## src/rtl/util_pulse_gen.sv

```systemverilog
// -----------------------------------------------------------------------------
// util_pulse_gen
//
// Turns single-cycle event strobes into clean output waveforms with guaranteed
// minimum high and low widths. A downstream synchroniser or edge detector with
// a hold requirement therefore always sees a valid, countable edge.
//
// Modes (C_MODE):
//   "pulse"  : each trigger emits one active pulse of HIGH_CYCLE cycles,
//              followed by a guard of LOW_CYCLE cycles at the idle level.
//   "toggle" : each trigger flips dout, then holds it for HIGH_CYCLE cycles.
//   other    : generator disabled; dout stays idle, triggers ignored.
//
// One trigger can be queued while busy. A further trigger is dropped and
// counted in a saturating counter.
//
// Ports:
//   clk      in   clock
//   rstn     in   synchronous active-low reset
//   trig     in   event strobe, every high cycle is one event
//   dout     out  generated waveform (registered)
//   busy     out  high while not IDLE (registered)
//   pend     out  one trigger is queued (registered)
//   drop     out  single-cycle strobe, a trigger was discarded (registered)
//   drop_cnt out  saturating count of discarded triggers (registered)
// -----------------------------------------------------------------------------
module util_pulse_gen #(
    parameter string C_MODE       = "pulse",
    parameter int    HIGH_CYCLE   = 2,
    parameter int    LOW_CYCLE    = 2,
    parameter logic  C_IDLE_LEVEL = 1'b0
) (
    input  logic        clk,
    input  logic        rstn,
    input  logic        trig,
    output logic        dout,
    output logic        busy,
    output logic        pend,
    output logic        drop,
    output logic [15:0] drop_cnt
);

    localparam logic        MODE_TOGGLE = (C_MODE == "toggle");
    localparam logic        MODE_VALID  = (C_MODE == "pulse") || (C_MODE == "toggle");
    localparam logic [15:0] HIGH_LOAD   = 16'(HIGH_CYCLE - 1);
    localparam logic [15:0] LOW_LOAD    = 16'(LOW_CYCLE - 1);

    typedef enum logic [1:0] {
        S_IDLE   = 2'd0,
        S_ACTIVE = 2'd1,
        S_GUARD  = 2'd2
    } state_t;

    state_t      r_state;
    logic        r_dout;
    logic        r_busy;
    logic        r_pend;
    logic        r_drop;
    logic [15:0] r_drop_cnt;
    logic [15:0] r_cnt;

    logic w_phase_done;
    logic w_pend_take;

    assign w_phase_done = (r_cnt == 16'd0);

    // The queued trigger is consumed at the end of GUARD, or at the end of
    // ACTIVE in toggle mode (toggle mode has no guard phase).
    assign w_pend_take = w_phase_done && r_pend &&
                         ((r_state == S_GUARD) ||
                          ((r_state == S_ACTIVE) && MODE_TOGGLE));

    always_ff @(posedge clk) begin
        if (!rstn) begin
            r_state    <= S_IDLE;
            r_dout     <= C_IDLE_LEVEL;
            r_busy     <= 1'b0;
            r_pend     <= 1'b0;
            r_drop     <= 1'b0;
            r_drop_cnt <= 16'd0;
            r_cnt      <= 16'd0;
        end else begin
            r_drop <= 1'b0;
            if (MODE_VALID) begin
                // Queue / drop handling for triggers arriving while busy.
                // A trigger landing on the same edge the queue is consumed
                // simply refills the queue, so it is never dropped.
                if (r_state != S_IDLE) begin
                    if (trig) begin
                        if (w_pend_take || !r_pend) begin
                            r_pend <= 1'b1;
                        end else begin
                            r_drop <= 1'b1;
                            if (r_drop_cnt != 16'hFFFF) begin
                                r_drop_cnt <= r_drop_cnt + 16'd1;
                            end
                        end
                    end else if (w_pend_take) begin
                        r_pend <= 1'b0;
                    end
                end

                case (r_state)
                    S_IDLE: begin
                        if (trig) begin
                            r_state <= S_ACTIVE;
                            r_busy  <= 1'b1;
                            r_cnt   <= HIGH_LOAD;
                            r_dout  <= MODE_TOGGLE ? ~r_dout : ~C_IDLE_LEVEL;
                        end
                    end
                    S_ACTIVE: begin
                        if (!w_phase_done) begin
                            r_cnt <= r_cnt - 16'd1;
                        end else if (!MODE_TOGGLE) begin
                            r_state <= S_GUARD;
                            r_dout  <= C_IDLE_LEVEL;
                            r_cnt   <= LOW_LOAD;
                        end else if (r_pend) begin
                            // Toggle mode: serve the queued trigger directly.
                            r_cnt  <= HIGH_LOAD;
                            r_dout <= ~r_dout;
                        end else begin
                            r_state <= S_IDLE;
                            r_busy  <= 1'b0;
                        end
                    end
                    S_GUARD: begin
                        if (!w_phase_done) begin
                            r_cnt <= r_cnt - 16'd1;
                        end else if (r_pend) begin
                            r_state <= S_ACTIVE;
                            r_cnt   <= HIGH_LOAD;
                            r_dout  <= ~C_IDLE_LEVEL;
                        end else begin
                            r_state <= S_IDLE;
                            r_busy  <= 1'b0;
                        end
                    end
                    default: begin
                        r_state <= S_IDLE;
                        r_busy  <= 1'b0;
                        r_dout  <= C_IDLE_LEVEL;
                        r_cnt   <= 16'd0;
                    end
                endcase
            end
        end
    end

    assign dout     = r_dout;
    assign busy     = r_busy;
    assign pend     = r_pend;
    assign drop     = r_drop;
    assign drop_cnt = r_drop_cnt;

endmodule

```

## config.mk

```make
export PLATFORM = sky130hd
export DESIGN_NAME = util_pulse_gen
export DESIGN_NICKNAME = d
export VERILOG_FILES = /design/src/rtl/util_pulse_gen.sv
export SDC_FILE = /design/constraint.sdc
export NUM_CORES = 1
export LEC_CHECK = 0
export BUFFER_PORTS_ARGS = -buffer_cell sky130_fd_sc_hd__buf_2
export CAP_MARGIN = 10
export CORE_MARGIN = 2
export CORE_UTILIZATION = 57
export DETAILED_ROUTE_END_ITERATION = 10
export GPL_TIMING_DRIVEN = 0
export PLACE_DENSITY = 0.78
export SLEW_MARGIN = 20
export SYNTH_ARGS = -nofsm -noshare
export SYNTH_HDL_FRONTEND = slang
export SYNTH_SLANG_ARGS = --single-unit
```

## constraint.sdc

```tcl
create_clock -name clk -period 3 [get_ports clk]
set_input_delay 0.3 -clock clk [delete_from_list [all_inputs] [get_ports clk]]
set_output_delay 0.3 -clock clk [all_outputs]
set_load 0.01 [all_outputs]
```

# Yosys cells after proc, flatten, opt, wreduce, memory -nomap -nowiden
# Cells that the tools add are included.
# Widths: inputs -> output; s select.
dict set report classes {
  n_mux 22
  n_eq_ne 10
  n_addsub 2
  bitwise_logic 2
  n_reduce_logical 15
}
# operator count
set ops {}
lappend ops {{$mux 16} 4}
lappend ops {{$pmux 16 s3} 1}
lappend ops {{$add 16x1->16 const B} 1}
lappend ops {{$logic_not 16->1} 1}
lappend ops {{$ne 16x16->1 const B} 1}
lappend ops {{$sub 16x1->16 const B} 1}
lappend ops {{$reduce_and 4->1} 3}
lappend ops {{$mux 1} 11}
lappend ops {{$ne 2x2->1 const B} 5}
lappend ops {{$reduce_and 3->1} 3}
lappend ops {{$mux 2} 3}
lappend ops {{$pmux 1 s3} 2}
lappend ops {{$pmux 2 s3} 1}
lappend ops {{$reduce_bool 2->1} 2}
lappend ops {{$ne 3x3->1 const B} 1}
lappend ops {{$eq 2x1->1 const B} 1}
lappend ops {{$eq 2x2->1 const B} 1}
lappend ops {{$logic_and 1x1->1} 2}
lappend ops {{$logic_not 2->1} 1}
lappend ops {{$ne 2x1->1 const B} 1}
lappend ops {{$not 1->1} 2}
lappend ops {{$reduce_and 2->1} 1}
lappend ops {{$logic_not 1->1} 1}
lappend ops {{$logic_or 1x1->1} 1}
dict set report word_totals {
  wordCells 58
  out_inout_bits 20
  ff_bits 38
}

# Depth between registers and ports, before layout
dict set report depth {
  word_depth 6
  depth_mapped 9
  ltp_nobuf 7
}

# Least setup slack after synthesis
# OpenSTA, ideal clock, no wires.
dict set report synth_timing {
  path_type {reg2reg}
  start {register r_cnt[0]}
  end {register r_state[0]}
  arrival_ps 2049
  setup_ps 69
  path_stages_with_launch 9
  setup_slack_ps 883
  path_cell_list {dfxtp_1 > inv_1 > ha_1 > or4b_4 > nor4b_4 > buf_6 > o21ai_2 > or3_1 > a21oi_2}
}
dict set report synth_via {
  elab_chain_len 3
  word_cells_on_any_way 4
}
# element line_no
set synth_lines {}
lappend synth_lines {{from (decl)} 60} ;# logic [15:0] r_cnt;
lappend synth_lines {{from (signal assigned)} 114} ;# r_cnt <= r_cnt - 16'd1;
lappend synth_lines {{from (signal assigned)} 130} ;# r_cnt <= r_cnt - 16'd1;
lappend synth_lines {{$logic_not 16->1 *} 65} ;# assign w_phase_done = (r_cnt == 16'd0);
lappend synth_lines {{$ne 2x2->1 (no source line)} n/a}
lappend synth_lines {{$reduce_and 3->1 (no source line) *} n/a}
lappend synth_lines {{to (signal assigned)} 75} ;# r_state <= S_IDLE;
lappend synth_lines {{to (signal assigned)} 106} ;# r_state <= S_ACTIVE;
lappend synth_lines {{to (signal assigned)} 116} ;# r_state <= S_GUARD;
lappend synth_lines {{to (decl)} 54} ;# state_t r_state;
# Mark *: on every way between the ends. The rest lies on a longest branch, timed or not.
# A chain may end at the register's enable or synchronous reset.

# Final worst setup path
dict set report layout_timing {
  start {register r_cnt[0]}
  end {register r_drop_cnt[0], in the netlist drop_cnt[0]}
}
dict set report layout_via {
  elab_chain_len 6
}
# element line_no
set layout_lines {}
lappend layout_lines {{$logic_not 16->1} 65}
lappend layout_lines {{$logic_and 1x1->1 (2 in a row)} 69} ;# assign w_pend_take = w_phase_done && r_pend &&
lappend layout_lines {{$logic_or 1x1->1} 90} ;# if (w_pend_take || !r_pend) begin
lappend layout_lines {{$not 1->1 (no source line)} n/a}
lappend layout_lines {{$reduce_and 4->1 (no source line)} n/a}
lappend layout_lines {{to (signal assigned)} 95} ;# r_drop_cnt <= r_drop_cnt + 16'd1;
lappend layout_lines {{to (decl)} 59} ;# logic [15:0] r_drop_cnt;
# Every way passes these cells.

==> impl_metrics.csv <==
group,metric,value,unit
logic_synthesis,synthFlopType,"dfxtp_1",
die,rows,21,
power_and_ir_drop,ir_drop,0.8456,mV
sta,worst_slew_pin_slew,0.9978,ns
die,fp.coreArea,3363,um^2
flow_run,maxCapViolCount,0,
final_layout,insertedDiodeCount,0,
sta,setup_tns,0,ns
worst_setup_path,worstPathRequired,3.23,ns
sta,final_max_slew_viol_count,0,
final_layout,layout_commonest_cell,"dfxtp_1",
global_route,grt_first_pass_wirelength,7.493,mm
clock_tree,cts_tree,"done",
worst_setup_path,cp.buffers_inverters,1,
global_route,antenna_found_initial,0,
sta,finalClockSkew,0.01157,ns
worst_setup_path,path_cells,"inv_1 > ha_1 > or4b_4 > nand4b_2 > o21ai_2 > nor2_1 > mux2i_1",
final_layout,drive_gt1_share,16.98,%
worst_setup_path,cp-end-kind,"flip-flop",
die,io_pins,23,
route,routed_wl,4.167,mm
worst_setup_path,ff2ff_setup_slack,0.62,ns
final_layout,area_growth,11.33,%
die,start_util,59.75,%
route,routed_via_density,5.891,
final_layout,layout_common_cells,"dfxtp_1 (38), a21oi_1 (25), buf_2 (23)",
route,drt_iter0_drc,101,
die,die-area,4016,um^2
sta,finalCritPeriodShare,79.39,%
route,remaining_drc_errors,0,
placement,dp_hpwl,3.016,mm
run_status,status,"finished clean",
clock_tree,cts-root-buf,"clkbuf_4",
logic_synthesis,synth_nets,244,
logic_synthesis,synth_cells,235,
final_layout,multi_input_comb_area,1169,um^2
logic_synthesis,synthArstFlopShare,0,%
logic_synthesis,seq_area_frac_synth,37.86,%
sta,rsz0062_at_grt,"false",
worst_setup_path,crit_type,"flip-flop to flip-flop",
global_route,overflow,0,
logic_synthesis,synthDistinctLibCells,46,
sta,fin_crit,2.382,ns
clock_tree,insertion_delay,0.35,ns
worst_setup_path,path_max_fanout,10,
sta,fin_ws,0.6182,ns
sta,hold_viol,0,
die,dieWidth,63.38,um
clock_tree,htreeDepth,2,
placement,place_ws,0.6528,ns
clock_tree,clock_path_buffers,2,
global_route,track_usage,23.33,%
final_layout,fillers,304,
final_layout,nets,273,
sta,finalSetupViolCount,0,
final_layout,fin_util,66.52,%
logic_synthesis,synth_area,2009,um^2
placement,io_buffers,22,
clock_tree,cts_resized,0,
global_route,grt_max_degree,12,
sta,slew_headroom,32.86,%
worst_setup_path,cp_top_family,"simple AND/OR/NAND/NOR gates",
route,vias,1832,
route,ant_nets,0,
global_route,grt_pass1_vias,1727,
clock_tree,post_cts_buffers,0,
final_layout,register_area,760.7,um^2
route,drt-pass1-iter-count,4,
power_and_ir_drop,powerDensity,1090,nW/um^2
clock_tree,clk_pin_slew,0.12,ns
power_and_ir_drop,p_leak,0.8531,nW
power_and_ir_drop,p_total,0.002440,W
logic_synthesis,yosysWarnings,0,
worst_setup_path,crit_path_start_kind,"flip-flop",
clock_tree,cts_sinks,38,
logic_synthesis,avgSynthCellArea,8.551,um^2
placement,gp_congestion,0.8130,
logic_synthesis,ys_ff_latch,38,
worst_setup_path,cpPeakStageDelay,0.51,ns
logic_synthesis,synth_edf_count,0,
clock_tree,numCtsBuffers,5,
die,die_y,63.38,um
sta,max_freq,419.9,MHz
clock_tree,cts_hold_buf,0,
worst_setup_path,crit_arrival,2.61,ns
route,wl_per_cell,13.40,um
hold_path,hp-class,"primary input to flip-flop",
worst_setup_path,crit_slowest_cell,"or4b_4",
==> cell families after synthesis <==
family,Yosys count,share of synthesized area [%]
DFF,38,37.86
adders and majority gates,6,3.736
xor gates and xnor gates,9,3.923
buffers and inverters,18,3.985
muxes,3,1.494
AOI/OAI and AO/OA,63,21.54
and+or+nand+nor,98,27.46
==> worst paths after layout <==
| path | to | cells after the start | from |
|---|---|---|---|
| hold reg to reg | r_cnt[7] | 2 | r_cnt[7] |
| setup reg to reg | drop_cnt[0] | 7 | r_cnt[0] |
| hold / removal | pend | 3 | trig |
| setup / recovery | drop_cnt[0] | 7 | r_cnt[0] |
==> per-layer routing <==
| metal | share of wire (%) | global-route usage [%] |
|---|---|---|
| met1 | 50 | 30.57 |
| met2 | 44 | 37.11 |
| met3 | 4.5 | 4.286 |
| met4 | 1.7 | 10.87 |
| met5 | 0 | 0 |
==> synth_stat cells (all sizes together), types with 4 or more instances <==
library cell  number  area share [%]
nand2             16             3.0
o31ai              8             3.0
nand3             14             3.5
ha                 6             3.7
o41ai              5             2.2
a21oi             26             6.7
nand4              4             1.2
nor3               8             2.0
xor2               4             1.7
nor2              20             3.7
dfxtp             38              38
clkbuf             5            0.93
nor4               4             1.2
xnor2              5             2.2
or4                8             3.0
inv                9             1.7
o21ai             10             3.1
or3                8             2.5
nand2b             5             1.6
==> flip-flops by register name, indices dropped and copies added (netlist names) <==
register and count:
pend 1, drop 1, r_state 2, drop_cnt 16
r_cnt 16, dout 1, busy 1
==> power breakdown <==
group	total (W)	internal, W	switching (W)
clock network	0.000281	0.000114	0.000167
registers	0.000770	0.000636	0.000134
logic	0.00139	0.000579	0.000809
total	0.00244	0.00133	0.00111
==> worst min-delay path, cell delays in order <==
cell and delay [ns]:
buf_2 0.12, nand2b_1 0.07, a21oi_1 0.05
==> stage by stage <==
step           instance area, um^2  std cells  hold slack, ns
6_report                      2237        311          0.2297
5_1_grt                       2237        311          0.2316
4_1_cts                       2237        311          0.2215
3_5_place_dp                  2177        303          0.4728
3_3_place_gp                  2177        303          0.4669
2_1_floorplan                 2009        235          0.4495
==> final cells by class <==
cell class                 instances  share of cell area, %
clock inverter                     1                 0.2237
inverter                          10                  1.678
buffer                             8                  1.902
timing repair buffer              22                  4.922
tap                               46                  2.573
multi-input combinational        179                  52.24
sequential                        38                  34.00
clock buffer                       7                  2.461
Note: power is estimated with default switching activity, not from simulation.
